$ cat src/rtl/uart_tx_fifo_drain_pkg.sv
// Shared definitions for the UART transmitter and its FIFO drain logic.
// State encodings, parity mode constants and a width helper.
package uart_tx_fifo_drain_pkg;

  typedef enum logic [2:0] {
    ST_IDLE,
    ST_FETCH,
    ST_LOAD,
    ST_START,
    ST_DATA,
    ST_PARITY,
    ST_STOP
  } tx_state_t;

  localparam int PARITY_NONE = 0;
  localparam int PARITY_EVEN = 1;
  localparam int PARITY_ODD  = 2;

  // Ceiling log2, never below 1 so a counter always has at least one bit.
  function automatic int clog2(input int v);
    int r;
    r = 0;
    while ((1 << r) < v) r++;
    return (r < 1) ? 1 : r;
  endfunction

endpackage

$ cat src/rtl/uart_tx_fifo_drain.sv
// UART transmitter that pops one byte per frame from the TX FIFO and serialises
// it as start + data (LSB first) + optional parity + stop, paced by baud_tick.
module uart_tx_fifo_drain
  import uart_tx_fifo_drain_pkg::*;
#(
  parameter int DATA_BITS  = 8,
  parameter int OVERSAMPLE = 16,
  parameter int STOP_TICKS = 16,
  parameter int PARITY     = PARITY_NONE
) (
  input  logic                 clock,
  input  logic                 reset,
  input  logic                 baud_tick,
  input  logic                 tx_enable,
  input  logic                 fifo_empty,
  input  logic [DATA_BITS-1:0] fifo_data,
  output logic                 fifo_read,
  output logic                 tx,
  output logic                 tx_busy,
  output logic                 tx_done_tick
);

  localparam int TICK_MAX = (OVERSAMPLE > STOP_TICKS) ? OVERSAMPLE : STOP_TICKS;
  localparam int TW       = clog2(TICK_MAX);
  localparam int BW       = clog2(DATA_BITS);

  localparam logic [TW-1:0] OS_LAST   = TW'(OVERSAMPLE - 1);
  localparam logic [TW-1:0] STOP_LAST = TW'(STOP_TICKS - 1);
  localparam logic [BW-1:0] BIT_LAST  = BW'(DATA_BITS - 1);

  tx_state_t            state_q, state_d;
  logic [TW-1:0]        tick_q, tick_d;
  logic [BW-1:0]        bit_q, bit_d;
  logic [DATA_BITS-1:0] shreg_q, shreg_d;
  logic                 par_q, par_d;
  logic                 tx_d, read_d, done_d;

  always_ff @(posedge clock) begin
    if (reset) begin
      state_q      <= ST_IDLE;
      tick_q       <= '0;
      bit_q        <= '0;
      shreg_q      <= '0;
      par_q        <= 1'b0;
      tx           <= 1'b1;
      fifo_read    <= 1'b0;
      tx_busy      <= 1'b0;
      tx_done_tick <= 1'b0;
    end else begin
      state_q      <= state_d;
      tick_q       <= tick_d;
      bit_q        <= bit_d;
      shreg_q      <= shreg_d;
      par_q        <= par_d;
      tx           <= tx_d;
      fifo_read    <= read_d;
      tx_busy      <= (state_d != ST_IDLE);
      tx_done_tick <= done_d;
    end
  end

  always_comb begin
    state_d = state_q;
    tick_d  = tick_q;
    bit_d   = bit_q;
    shreg_d = shreg_q;
    par_d   = par_q;
    tx_d    = tx;
    read_d  = 1'b0;
    done_d  = 1'b0;
    case (state_q)
      ST_IDLE: begin
        tx_d = 1'b1;
        if (tx_enable && !fifo_empty) begin
          read_d  = 1'b1;
          state_d = ST_FETCH;
        end
      end
      // FIFO presents the popped byte on data_out after this edge.
      ST_FETCH: state_d = ST_LOAD;
      ST_LOAD: begin
        shreg_d = fifo_data;
        par_d   = (PARITY == PARITY_ODD) ? ~^fifo_data : ^fifo_data;
        tick_d  = '0;
        tx_d    = 1'b0;
        state_d = ST_START;
      end
      ST_START: if (baud_tick) begin
        if (tick_q == OS_LAST) begin
          tick_d  = '0;
          bit_d   = '0;
          tx_d    = shreg_q[0];
          state_d = ST_DATA;
        end else tick_d = tick_q + TW'(1);
      end
      ST_DATA: if (baud_tick) begin
        if (tick_q == OS_LAST) begin
          tick_d = '0;
          if (bit_q == BIT_LAST) begin
            if (PARITY != PARITY_NONE) begin
              tx_d    = par_q;
              state_d = ST_PARITY;
            end else begin
              tx_d    = 1'b1;
              state_d = ST_STOP;
            end
          end else begin
            bit_d   = bit_q + BW'(1);
            shreg_d = shreg_q >> 1;
            tx_d    = shreg_q[1];
          end
        end else tick_d = tick_q + TW'(1);
      end
      ST_PARITY: if (baud_tick) begin
        if (tick_q == OS_LAST) begin
          tick_d  = '0;
          tx_d    = 1'b1;
          state_d = ST_STOP;
        end else tick_d = tick_q + TW'(1);
      end
      ST_STOP: if (baud_tick) begin
        if (tick_q == STOP_LAST) begin
          tick_d  = '0;
          done_d  = 1'b1;
          state_d = ST_IDLE;
        end else tick_d = tick_q + TW'(1);
      end
      default: state_d = ST_IDLE;
    endcase
  end

endmodule

$ cat config.mk
export PLATFORM = sky130hd
export DESIGN_NAME = uart_tx_fifo_drain
export DESIGN_NICKNAME = d
export VERILOG_FILES = /design/src/rtl/uart_tx_fifo_drain_pkg.sv /design/src/rtl/uart_tx_fifo_drain.sv
export SDC_FILE = /design/constraint.sdc
export NUM_CORES = 1
export LEC_CHECK = 0
export ABC_CLOCK_PERIOD_IN_PS = 4010
export CORE_ASPECT_RATIO = 1.2
export CORE_MARGIN = 2
export CORE_UTILIZATION = 40
export DETAILED_ROUTE_END_ITERATION = 16
export PLACE_DENSITY_LB_ADDON = 0.05
export SLEW_MARGIN = 10
export SYNTH_ARGS = -nofsm -noshare
export SYNTH_HDL_FRONTEND = slang
export SYNTH_SLANG_ARGS = --single-unit
export TNS_END_PERCENT = 10
$ cat constraint.sdc
create_clock -name clock -period 4.01 [get_ports clock]
set_clock_uncertainty 0.2 [all_clocks]
set_input_delay 0.802 -clock clock [delete_from_list [all_inputs] [get_ports clock]]
set_output_delay 0.802 -clock clock [all_outputs]
set_load 0.02 [all_outputs]
==> results of run 1 <==
==> path summary, 6_finish.rpt <==
| path | from | end | slack [ns] | cells past startpoint |
|---|---|---|---|---|
| worst min register to register | shreg_q[7] | shreg_q[7] | 0.26 | 2 |
| worst min-delay path | shreg_q[7] | shreg_q[7] | 0.26 | 2 |
| worst max register to register | tick_q[0] | shreg_q[3] | 1.83 | 5 |
| worst max-delay path | baud_tick | shreg_q[3] | 1.56 | 5 |
==> worst register-to-register path, stage by stage (launching register included) <==
cell and delay, ns:
dfxtp_1 0.41, ha_1 0.33, nand4_4 0.20, o31ai_4 0.41, and2_1 0.36, a211oi_1 0.13
==> cells by family after synthesis <==
| family | share of synthesized area (%) |
|---|---|
| and+or+nand+nor | 21.49 |
| AOI/OAI and AO/OA | 25.21 |
| DFF | 36.36 |
| adders and majority gates | 3.100 |
| muxes | 8.265 |
| buffers and inverters | 5.578 |
==> placed cells by master (no fill, tap or decap), types with 2 or more instances in the layout <==
master            n
nand2_1           5
dfxtp_1          22
ha_1              3
a21oi_1          18
or3_1             2
o21ai_0           7
inv_1             2
clkdlybuf4s50_1  16
nor2_1            9
a22oi_1           2
mux2i_1          10
and2_0            2
a211oi_1          8
clkbuf_4          3
nand3_1           7
o21bai_1          2
nand2b_1          3
==> through the flow <==
stage | area (µm²) | cells
6_report | 1398 | 180
3_5_place_dp | 1361 | 176
4_1_cts | 1398 | 180
3_3_place_gp | 1361 | 176
5_1_grt | 1398 | 180
2_1_floorplan | 1211 | 135
==> registers in the layout (all words and copies together) (netlist names) <==
name          count
bit_q             3
fifo_read         1
shreg_q           8
state_q           3
tick_q            4
tx                1
tx_busy           1
tx_done_tick      1
==> power by group through the flow <==
| stage | clock [mW] | sequential, mW | combinational [mW] |
|---|---|---|---|
| after floorplan | 0 | 0.240 | 0.0387 |
| after global routing | 0.137 | 0.242 | 0.0623 |
| after detailed placement | 0 | 0.245 | 0.0556 |
| after CTS | 0.128 | 0.240 | 0.0559 |
| final | 0.125 | 0.240 | 0.0554 |
| after global placement | 0 | 0.244 | 0.0555 |
==> final cells by class <==
type / instances / area, µm² / area share [%]
multi-input combinational: 101 / 703.2 / 50.31
sequential: 22 / 440.4 / 31.51
timing repair buffer: 17 / 167.7 / 12.00
tap: 34 / 42.54 / 3.044
clock buffer: 4 / 36.28 / 2.596
inverter: 2 / 7.507 / 0.5372
==> layer usage <==
metal | part of all wire (%) | track usage, % | vias up
li1 | - | - | 526
met1 | 46 | 18.53 | 468
met2 | 49 | 26.96 | 23
met3 | 3.3 | 2.103 | 4
met4 | 1.4 | 6.563 | 0
met5 | 0 | 0 | -
==> flow_summary.ini, run 1 <==
[power]
clockPowerShare_pct = 29.7
p_total_uw = 420.3
p_sw_uw = 108.2
p_sw_share_pct = 25.74
static-leakage-power_nw = 0.4847
p_seq_share_pct = 57.1
power_frac_comb_pct = 13.2
peakVddDrop_v = 0.0001591
intPower_uw = 312.2
power-per-cell-area_nw_per_um2 = 300.8

[setup_path]
worstPathArrival_ns = 2.42
critPathKind = in -> reg
path_cells = clkdlybuf4s50_1, nand4_4, o31ai_4, and2_1, a211oi_1
worstSetupEndpointType = flip-flop
start_kind = input pin
crit_path_max_fanout = 8
cp.required_ns = 3.98
cp_slowest_cell = clkdlybuf4s50_1
cpPeakStageDelay_ns = 0.54
path_buf_inv = 1
crit_family = buffers and inverters

[logic_synthesis]
synth_seq_cells = 22
synth_top_area_cell = dfxtp_1
ys_top_cells_by_count = dfxtp_1 (22), a21oi_1 (18), mux2i_1 (10)
syn_avg_cell_area_um2 = 8.972
yosys_most_used_dff = dfxtp_1
synth_most_common_cell = dfxtp_1
async_flop_share_pct = 0
synthCells = 135
synth_top_area_share_pct = 36.36
syn-cell-area_um2 = 1211
synth_fp_nets = 151
yosysWarningCount = 0
ys_types = 41
yosys-top-cells-area = dfxtp_1 (36%), mux2i_1 (8.3%), a21oi_1 (7.4%), a211oi_1 (5.0%), ha_1 (3.1%)
synth-edff-count = 0
seq_area_frac_synth_pct = 36.36

[final_layout]
antenna_cells = 0
drive_gt1_share_pct = 8.219
nFillCells = 285
fin_nets = 163
final_util_pct = 49.25
synthToLayoutAreaGrowth_pct = 15.39

[clocking]
cts_root_buf = clkbuf_4
clk_pin_slew_ns = 0.13
cts_resized = 0
clock_latency_ns = 0.31
cts_hold_buf = 0
post_cts_buffers = 0
cts.sinks = 22
cts_buffers = 3
cts_tree = built
cts_htree_levels = 1
cts_buffer_depth = 2

[route]
drc_errors = 0
dr.pass1.iters = 4
drt-total-wl_mm = 2.476
drtIter0Drc = 14
vias_per_cell = 5.672
num_vias = 1021
routedWlPerCell_um = 13.76
antenna_left = 0

[placement]
place_hpwl_mm = 1.724
globalplace.congestion = 0.7214
io_buffers = 16
dp_slack_ns = 1.232

[run]
cap_violations = 0

[timing]
slew_viol_final = 0
hold-worst-slack_ns = 0.2619
slew_headroom_pct = 46.28
period_needed_ns = 2.449
finalHoldViolations = 0
max_freq_ghz = 0.4083
fin_tns_setup_ns = 0
rsz0062_at_grt = no
setup_viol = 0
fin_crit_sh_pct = 61.08
fin_ws_ns = 1.561
tightestPinTransition_ns = 0.8033

[run_status]
outcome = finished, final reports clean

[floorplan]
design.die.area_um2 = 3486
die_w_um = 54.23
die_height_um = 64.28
row_count = 21
start_util_pct = 42.68
core_um2 = 2838
ios = 17

[global_route]
antenna_found_initial = 0
grt_max_degree = 23
grt_usage_pct = 15.63
grt_pass1_wl_mm = 4.167
grt_overflow = 0
grt_pass1_vias = 990

[worst_hold_path]
hold_class = reg -> reg
Note: power is estimated with default switching activity, not from simulation.
==> run 2: changes to the inputs <==
--- a/config.mk
+++ b/config.mk
@@ -5,7 +5,7 @@
 export SDC_FILE = /design/constraint.sdc
 export NUM_CORES = 1
 export LEC_CHECK = 0
-export ABC_CLOCK_PERIOD_IN_PS = 4010
+export ABC_CLOCK_PERIOD_IN_PS = 2200
 export CORE_ASPECT_RATIO = 1.2
 export CORE_MARGIN = 2
 export CORE_UTILIZATION = 40
==> constraint.sdc (replaced) <==
create_clock -name clock -period 2.2 [get_ports clock]
set_clock_uncertainty 0.2 [all_clocks]
set_input_delay 0.44 -clock clock [delete_from_list [all_inputs] [get_ports clock]]
set_output_delay 0.44 -clock clock [all_outputs]
set_load 0.02 [all_outputs]
==> run 2 against run 1 <==
- total power up 110%
- via count up 5.3%
- register-to-register slack worse by 1.6 ns
- sequential power grew 80%
- clock power grew to 2.6 times the previous value
- sequential share of layout area is 2.1 points lower
- critical path type is now reg -> reg
==> flow_summary.ini, run 2 (synthesis gave the netlist of run 1 again) <==
[run_status]
outcome = finished, final reports clean

[setup_path]
crit_path_max_fanout = 3
cpPeakStageDelay_ns = 0.50
worstPathArrival_ns = 2.03
cp.required_ns = 2.22
path_buf_inv = 0
cp_slowest_cell = or4b_4
path_cells = ha_1, ha_1, or4b_4, a21oi_4, mux2i_1, nor2_1
r2r_setup_slack_ns = 0.19
worstSetupEndpointType = flip-flop
critPathKind = reg -> reg
cpMostUsedCell = ha_1
start_kind = flip-flop
crit_family = simple AND/OR/NAND/NOR gates

[final_layout]
layoutNonFillerInstCount = 191
final_common_cell = dfxtp_1
antenna_cells = 0
fin_nets = 174
final_util_pct = 52.73
drive_gt1_share_pct = 14.65
top_register = shreg_q
nFillCells = 295
largest_register_ffs = 8
final_cell_mix = dfxtp_1 (22), a21oi_1 (18), clkdlybuf4s50_1 (16)
synthToLayoutAreaGrowth_pct = 23.55
fin_area_um2 = 1496
reg_top3 = shreg_q x8, tick_q x4

[placement]
globalplace.congestion = 0.7419
io_buffers = 16
placed_cells = 187
placed_cell_area_um2 = 1444
dp_slack_ns = 0.01846
place_hpwl_mm = 1.969

[run]
cap_violations = 0

[clocking]
cts_htree_levels = 1
cts_root_buf = clkbuf_4
cts.sinks = 22
cts_resized = 0
clk_pin_slew_ns = 0.14
cts_tree = built
post_cts_buffers = 0
cts_hold_buf = 0
cts_buffer_depth = 2
clock_latency_ns = 0.32
cts_buffers = 3

[timing]
period_needed_ns = 2.009
fin_crit_sh_pct = 91.34
setup_viol = 0
max_freq_ghz = 0.4976
slew_headroom_pct = 73.56
finalHoldViolations = 0
fin_tns_setup_ns = 0
hold-worst-slack_ns = 0.2675
slew_viol_final = 0
rsz0062_at_grt = no
tightestPinTransition_ns = 0.3954
fin_ws_ns = 0.1905

[global_route]
grt_pass1_vias = 1079
grt_pass1_wl_mm = 4.588
antenna_found_initial = 0
grt_overflow = 0
grt_max_degree = 16
grt_usage_pct = 17.39

[power]
p_sw_uw = 209.2
power-per-cell-area_nw_per_um2 = 581.8
clockPowerShare_pct = 36.9
p_seq_share_pct = 49.5
power_frac_comb_pct = 13.6
p_total_uw = 870.6
peakVddDrop_v = 0.0003016
p_sw_share_pct = 24.03
intPower_uw = 661.4
static-leakage-power_nw = 0.5462

[floorplan]
die_w_um = 54.23
die_height_um = 64.28
row_count = 21
design.die.area_um2 = 3486
ios = 17
start_util_pct = 42.68
core_um2 = 2838

[route]
vias_per_cell = 5.628
routedWlPerCell_um = 13.84
drt-total-wl_mm = 2.643
drc_errors = 0
dr.pass1.iters = 4
num_vias = 1075
drtIter0Drc = 10
antenna_left = 0

[worst_hold_path]
hold_class = reg -> reg
-- run 2: cell types whose count changed in the layout (fill, tap and decap cells not counted), sizes merged --
cell and delta:
buf +11, bufinv +1, clkbuf -1
-- run 2: tightest hold or removal path: cells and delay by family (launching register included) --
| kind | cells | cell delay, ns |
|---|---|---|
| and+or+nand+nor | 1 | 0.05 |
| AOI/OAI and AO/OA | 1 | 0.05 |
| DFF | 1 | 0.34 |
-- run 2: final cells by class --
cell class	instances	area [µm²]	share of cell area, %
multi-input combinational	101	703.2	46.99
sequential	22	440.4	29.43
timing repair buffer	28	250.2	16.72
tap	34	42.54	2.843
clock inverter	1	30.03	2.007
clock buffer	3	22.52	1.505
inverter	2	7.507	0.5017
-- run 2: power groups by stage --
stage / sequential, mW / clock [mW] / combinational [mW]
2_1_floorplan: 0.438 / 0 / 0.0705
3_3_place_gp: 0.440 / 0 / 0.117
3_5_place_dp: 0.440 / 0 / 0.119
4_1_cts: 0.431 / 0.329 / 0.119
5_1_grt: 0.434 / 0.348 / 0.131
6_report: 0.431 / 0.321 / 0.119
-- run 2: metal layers --
layer	GRT usage, %	up-vias	wire, µm
met5	0	-	0
met4	7.500	0	55
met3	2.103	5	70
met2	30.27	15	1331
met1	20.41	512	1186
li1	-	543	-
-- run 2: worst paths after layout --
check | from | end | depth (start not counted)
setup / recovery | bit_q[0] | bit_q[1] | 6
hold / removal | shreg_q[7] | shreg_q[7] | 2
setup reg to reg | bit_q[0] | bit_q[1] | 6
hold reg to reg | shreg_q[7] | shreg_q[7] | 2
==> run 3: changes to the inputs <==
--- a/config.mk
+++ b/config.mk
@@ -8,9 +8,10 @@
 export ABC_CLOCK_PERIOD_IN_PS = 2200
 export CORE_ASPECT_RATIO = 1.2
 export CORE_MARGIN = 2
-export CORE_UTILIZATION = 40
+export CORE_UTILIZATION = 48
 export DETAILED_ROUTE_END_ITERATION = 16
 export PLACE_DENSITY_LB_ADDON = 0.05
+export RECOVER_POWER = 25
 export SLEW_MARGIN = 10
 export SYNTH_ARGS = -nofsm -noshare
 export SYNTH_HDL_FRONTEND = slang
==> run 3 against run 2 <==
- wire length is 8.3% lower
- non-clock buffer count fell by 2
- fmax is 0.13% lower
- flip-flop and latch count did not move
- highest routed layer unchanged
- largest cell class unchanged
- die area is 16% lower
- cell count is 2.6% lower
==> flow_summary.ini, run 3 (synthesis gave the netlist of run 1 again) <==
[run_status]
outcome = finished, final reports clean

[placement]
placed_cells = 182
globalplace.congestion = 0.7733
place_hpwl_mm = 1.824
dp_slack_ns = 0.0009875
io_buffers = 16

[worst_hold_path]
hold_class = reg -> reg
hold_depth = 2
holdPathEnd = shreg_q[7]
holdCritStartpoint = shreg_q[7]

[setup_path]
worstPathArrival_ns = 2.03
path_cells = ha_1, ha_1, or4b_4, a21oi_4, mux2i_1, nor2_1
rr_worst_depth = 6
cpPeakStageDelay_ns = 0.50
r2r_setup_slack_ns = 0.19
cp.required_ns = 2.21
worstSetupEndpointType = flip-flop
crit_path_max_fanout = 3
r2r-end = bit_q[1]
cpMostUsedCell = ha_1
r2r_start = bit_q[0]
cp_slowest_cell = or4b_4
critPathKind = reg -> reg
start_kind = flip-flop

[clocking]
cts_buffers = 3
post_cts_buffers = 0
cts_tree = built
cts_buffer_depth = 2
clk_pin_slew_ns = 0.12
cts_root_buf = clkbuf_4
cts_hold_buf = 0
cts_resized = 0
clock_latency_ns = 0.30
cts_htree_levels = 1
cts.sinks = 22

[floorplan]
design.die.area_um2 = 2943
ios = 17
start_util_pct = 51.46
die_w_um = 49.86
die_height_um = 59.03
row_count = 19
core_um2 = 2354

[timing]
fin_ws_ns = 0.1879
fin_crit_sh_pct = 91.46
slew_headroom_pct = 69.18
max_freq_ghz = 0.4970
finalHoldViolations = 0
period_needed_ns = 2.012
setup_viol = 0
rsz0062_at_grt = no
slew_viol_final = 0
fin_tns_setup_ns = 0
tightestPinTransition_ns = 0.4608

[route]
dr.pass1.iters = 4
drt-total-wl_mm = 2.424
routedWlPerCell_um = 13.03
num_vias = 1043
antenna_left = 0
vias_per_cell = 5.608
drc_errors = 0
drtIter0Drc = 21

[power]
p_total_uw = 767.4
power-per-cell-area_nw_per_um2 = 526.4
peakVddDrop_v = 0.0003654
static-leakage-power_nw = 0.5262

[final_layout]
reg_top3 = shreg_q x8, tick_q x4
top_register = shreg_q
drive_gt1_share_pct = 12.90
final_cell_mix = dfxtp_1 (22), a21oi_1 (18), clkdlybuf4s50_1 (15)
final_common_cell = dfxtp_1
fin_nets = 172
largest_register_ffs = 8
synthToLayoutAreaGrowth_pct = 20.35
nFillCells = 213
antenna_cells = 0
layoutNonFillerInstCount = 186

[global_route]
grtUsageMet2_pct = 35.05
grt-busiest-layer = met2
grt_use_met3_pct = 2.273
grt_max_degree = 17
grt_overflow = 0
grt_pass1_wl_mm = 4.464
antenna_found_initial = 0
globalRouteMet1Util_pct = 22.86
grt_usage_pct = 19.12
grt_pass1_vias = 1066

[run]
cap_violations = 0
run 3: changes by cell type in the layout (fill, tap and decap cells not counted):
cell	previous run	this run
dlygate4sd3_1	0	1
bufinv_16	1	0
clkdlybuf4s50_1	16	15
buf_4	12	9
clkbuf_8	0	1
clkbuf_1	0	1
run 3: worst max-delay path, delay by kind of cell, from the launching register on:
kind                       cells  cell delay (ns)
adders and majority gates      2             0.39
DFF                            1             0.35
muxes                          1             0.22
and+or+nand+nor                2             0.55
AOI/OAI and AO/OA              1             0.22
run 3: metal layers:
layer / routed length, µm / vias to the layer above
met4: 17 / 0
met1: 1156 / 484
met5: 0 / -
met3: 63 / 2
li1: - / 542
met2: 1187 / 15
run 3: power breakdown:
part / leakage [nW] / internal (mW) / switching (mW) / total [mW]
clock network: 0.0210 / 0.101 / 0.122 / 0.223
registers: 0.179 / 0.416 / 0.0148 / 0.431
logic: 0.326 / 0.0562 / 0.0569 / 0.113
total: 0.526 / 0.573 / 0.194 / 0.767
run 3: worst max path at each step:
stage	depth (start not counted)	slack, ns	endpoint	start
3_5_place_dp	5	0.001	shreg_q[5]	baud_tick
3_3_place_gp	5	0.04	tx	baud_tick
5_1_grt	6	0.06	shreg_q[2]	tick_q[0]
4_1_cts	6	0.16	bit_q[1]	bit_q[0]
6_report	6	0.19	bit_q[1]	bit_q[0]
2_1_floorplan	6	0.22	bit_q[0]	bit_q[0]
run 3: layout make-up:
cell class / count / area [µm²] / share of cell area [%]
inverter: 2 / 7.507 / 0.5150
timing repair buffer: 26 / 231.5 / 15.88
clock buffer: 4 / 36.28 / 2.489
multi-input combinational: 101 / 703.2 / 48.24
tap: 31 / 38.79 / 2.661
sequential: 22 / 440.4 / 30.21
run 3: per-stage QoR:
| stage | instance area (µm²) | hold slack [ns] | util [%] |
|---|---|---|---|
| after floorplan | 1211 | 0.2281 | - |
| after global placement | 1425 | 0.2419 | 60.55 |
| after detailed placement | 1425 | 0.2488 | 60.55 |
| after CTS | 1461 | 0.2705 | 62.09 |
| after global routing | 1458 | 0.3132 | 61.94 |
| final | 1458 | 0.2619 | 61.94 |
==> RTL change 1, RTL diff (flow settings as in run 3) <==
Make the reset (`reset`) asynchronous in one clocked block.
--- a/src/rtl/uart_tx_fifo_drain.sv
+++ b/src/rtl/uart_tx_fifo_drain.sv
@@ -36,5 +36,5 @@
   logic                 tx_d, read_d, done_d;
 
-  always_ff @(posedge clock) begin
+  always_ff @(posedge clock or posedge reset) begin
     if (reset) begin
       state_q      <= ST_IDLE;
Check against the original RTL: differs if reset is asserted again (counterexample within 4 cycles, from zero or initial values and one cycle with reset high); with reset held inactive, the same outputs for 10 cycles.
==> RTL change 1 against run 3 <==
Sequential cell count unchanged; cell count decreased by 7.0%; first-iteration DRC count shrank 43%; area after synthesis increased by 6.4%; worst setup slack got worse by 76 ps; routed wire length decreased by 4.5%; utilization shrank 2.4 points; cell area is 4.2% higher; sequential share of layout area increased by 6.1 points; largest cell class unchanged.
Power is not compared: it rests on default switching activity, and its combinational part moved more than twofold at a synthesized area within 25%.
==> RTL change 1: results (changes against run 3) <==
* WL met3 at 71 um (was 63 um)
* CP peak stage delay at 590 ps (was 500 ps)
* Top cells by area, synth: dfrtp_1 (41%), mux2_4 (7.0%), nand2_1 (5.2%) (was dfxtp_1 (36%), mux2i_1 (8.3%), a21oi_1 (7.4%))
* Crit path max fanout at 2 (was 3)
* GP Congestion at 0.689 (was 0.773)
* Vias per cell at 5.37 (was 5.61)
* Hold Crit Start: shreg_q[3] (was shreg_q[7])
* Syn Inst Count at 119 (was 135)
* Synth Net Count at 135 (was 151)
* Pin count of the biggest net entering global routing at 23 (was 17)
* Slew Limit Headroom at 19.4% (was 69.2%)
* Layout fillers at 237 (was 213)
* Worst flop-to-flop path endpoint: shreg_q[3] (was bit_q[1])
* Share of cells above drive strength 1 at 19.3% (was 12.9%)
* Arrival @ worst endpoint at 1450 ps (was 2030 ps)
* Met2 usage at 30.2% (was 35.0%)
* WL met1 at 1.02 mm (was 1.16 mm)
* Hold path cells at 1 (was 2)
* Status: completed (unchanged)
* WL/cell at 13.4 um (was 13.0 um)
* Detailed Route Iter0 Violations at 12 (was 21)
* CP delay by family, top: buffers and inverters (was simple AND/OR/NAND/NOR gates)
* First-pass GRT wire length at 3.86 mm (was 4.46 mm)
* Metal2 WL at 1.18 mm (was 1.19 mm)
* GR Util met3 at 2.22% (was 2.27%)
* Post-route insts no fill at 173 (was 186)
* Hold endpoint: shreg_q[3] (was shreg_q[7])
## RTL change 1: area by class of cell
| class | instances | area [sq um] | area share [%] |
|---|---|---|---|
| inverter | 8 | 30.0 | 1.98 |
| tap | 33 | 41.3 | 2.72 |
| timing repair buffer | 22 | 201 | 13.3 |
| sequential | 22 | 552 | 36.3 |
| clock buffer | 4 | 36.3 | 2.39 |
| multi-input combinational | 84 | 658 | 43.3 |
## RTL change 1: kinds of logic (layout without fill, tap and decap cells)
family,Yosys count,count (layout),synth area share (%)
AOI/OAI and AO/OA,25,25,14.0
and+or+nand+nor,40,40,18.3
muxes,15,15,14.7
xor gates and xnor gates,1,1,1.26
DFF,22,22,42.8
adders and majority gates,3,3,2.91
buffers and inverters,13,34,6.12
## RTL change 1: per-stage QoR
| stage | setup slack [ps] | area (sq um) | hold WS, ps | TNS (ps) |
|---|---|---|---|---|
| floorplan | 330 | 1290 | 228 | 0 |
| global placement | 23.8 | 1490 | 271 | 0 |
| detailed placement | -9.08 | 1490 | 296 | -46.3 |
| CTS | 110 | 1520 | 270 | 0 |
| global route | 71.1 | 1520 | 352 | 0 |
| finish | 111 | 1520 | 324 | 0 |
## RTL change 1: worst max-delay path by stage
stage	slack [ps]	endpoint	cells after the start	from
floorplan	330	shreg_q[0]	6	bit_q[0]
global placement	20	shreg_q[6]	5	baud_tick
detailed placement	-9	shreg_q[3]	5	baud_tick
CTS	110	tx	1	tx
global route	70	tx	1	tx
finish	110	tx	1	tx
## RTL change 1: report_power, final
part	switching (mW)	internal, mW	leakage [nW]
clock network	0.126	0.101	0.0210
logic	0.196	0.257	0.376
registers	0.0883	0.533	0.264
total	0.409	0.891	0.661
==> RTL change 2, RTL diff (flow settings as in run 3) <==
Without the edit above. Set the parameter `STOP_TICKS` to 32 (it was 16).
--- a/src/rtl/uart_tx_fifo_drain.sv
+++ b/src/rtl/uart_tx_fifo_drain.sv
@@ -6,5 +6,5 @@
   parameter int DATA_BITS  = 8,
   parameter int OVERSAMPLE = 16,
-  parameter int STOP_TICKS = 16,
+  parameter int STOP_TICKS = 32,
   parameter int PARITY     = PARITY_NONE
 ) (
Function: no difference found for any inputs over 10 cycles, from zero or initial values and one cycle with reset high; that may be too few to reach the edited logic, so the function may still have changed.
==> RTL change 2 against run 3 <==
Total power rose by 4.7%; global-route usage rose by 2.5 points; largest cell class unchanged; worst setup slack got worse by 100 ps; routed wire length rose by 35%; cell area rose by 19%; area after synthesis rose by 16%; critical path type unchanged; sequential cell count rose by 1.
==> RTL change 2: results (changes against run 3) <==
* Hold Crit Start: bit_q[2] (was shreg_q[7])
* Status: completed (unchanged)
* Syn Inst Count at 167 (was 135)
* Mux contribution to synthesized area at 1.42% (was 8.26%)
* Placed instance count at 222 (was 182)
* Share of cells above drive strength 1 at 21.5% (was 12.9%)
* Comb pwr share at 19.7% (was 14.7%)
* CP delay by family, top: compound AO/OA/AOI/OAI gates (was simple AND/OR/NAND/NOR gates)
* DR vias at 1311 (was 1043)
* Top cell types by occurrence after synthesis: dfxtp_1 (23), nand2_1 (21), a21oi_1 (17), o21ai_0 (11), nor2_1 (8) (was dfxtp_1 (22), a21oi_1 (18), mux2i_1 (10), nor2_1 (9), a211oi_1 (8))
* Routed WL at 3.27 mm (was 2.42 mm)
* Adder-cell share of the synthesized area at 6.22% (was 3.10%)
* R2r worst-path depth at 8 (was 6)
* Post-DP HPWL at 2.36 mm (was 1.82 mm)
* Slew Limit Headroom at 69.6% (was 69.2%)
* Biggest regs: shreg_q: 8 flops, tick_q: 5 flops (was shreg_q: 8 flops, tick_q: 4 flops)
* Vias per cell at 5.72 (was 5.61)
* Nets at 216 (was 172)
* Post-synth cell types at 42 (was 41)
* Total track usage at 21.6% (was 19.1%)
* FF-to-FF Start: tick_q[0] (was bit_q[0])
* Synth Area in Compound Gates at 25.0% (was 25.2%)
* Worst reg2reg setup slack at 90 ps (was 190 ps)
* First-pass GRT wire length at 5.65 mm (was 4.46 mm)
* Total sequential power at 0.447 mW (was 0.431 mW)
* Sw frac at 27.3% (was 25.3%)
* Layout fillers at 270 (was 213)
* Max IR drop VDD at 0.354 mV (was 0.365 mV)
* Worst flop-to-flop path endpoint: shreg_q[6] (was bit_q[1])
* Top cells by area, synth: dfxtp_1 (33%), ha_1 (6.2%), a21oi_1 (6.0%) (was dfxtp_1 (36%), mux2i_1 (8.3%), a21oi_1 (7.4%))
* Synth Net Count at 187 (was 151)
* Vias in the first global route at 1357 (was 1066)
* Setup Buffers After CTS at 2 (was 0)
* Clk network pwr share at 24.7% (was 29.1%)
* Slowest CP cell: dfxtp_2 (was or4b_4)
## RTL change 2: cell types whose count changed after synthesis, moves of 3 or more
| cell | before | now |
|---|---|---|
| inv_1 | 2 | 7 |
| ha_1 | 3 | 7 |
| o21ai_0 | 7 | 11 |
| nand2_1 | 5 | 21 |
| clkbuf_1 | 6 | 3 |
| a211o_1 | 0 | 7 |
| a31oi_1 | 1 | 4 |
| mux2i_1 | 10 | 2 |
| a211oi_1 | 8 | 1 |
| buf_2 | 0 | 4 |
## RTL change 2: logic make-up after synthesis
family / after synthesis
AO/OA/AOI/OAI: 51
adder cells (fa/ha/maj): 7
buffers and inverters: 19
flip-flops: 23
multiplexers: 2
AND/OR/NAND/NOR: 65
## RTL change 2: worst reg2reg max path: stages (launching register included)
cell     delay (ps)
dfxtp_2         350
ha_1            170
and3_4          230
ha_2            190
and3b_2         240
a31oi_4         130
buf_4           190
a211o_1         220
a21oi_1         140
## RTL change 2: cell type report
cell class | instances | area [sq um] | share of cell area (%)
repair buffers | 35 | 303 | 17.4
clock buffers | 4 | 26.3 | 1.51
flip-flops and latches | 23 | 463 | 26.6
multi-input cells | 126 | 880 | 50.5
well taps | 34 | 42.5 | 2.44
inverters | 7 | 26.3 | 1.51
## RTL change 2: metal layers
metal / share of wire [%] / wire (um) / vias up / GRT usage [%]
li1: - / - / 662 / -
met1: 43 / 1410 / 619 / 25.4
met2: 52 / 1700 / 23 / 37.3
met3: 2.8 / 93 / 7 / 2.61
met4: 1.9 / 63 / 0 / 9.94
met5: 0 / 0 / - / 0
## RTL change 2: metrics by stage
stage          instance area, sq um  setup WS (ps)  hold slack, ps
2_1_floorplan                  1410            131             236
3_3_place_gp                   1660          -37.6             242
3_5_place_dp                   1660          -68.6             251
4_1_cts                        1710           2.13             270
5_1_grt                        1740          -8.66             290
6_report                       1740           86.4             268
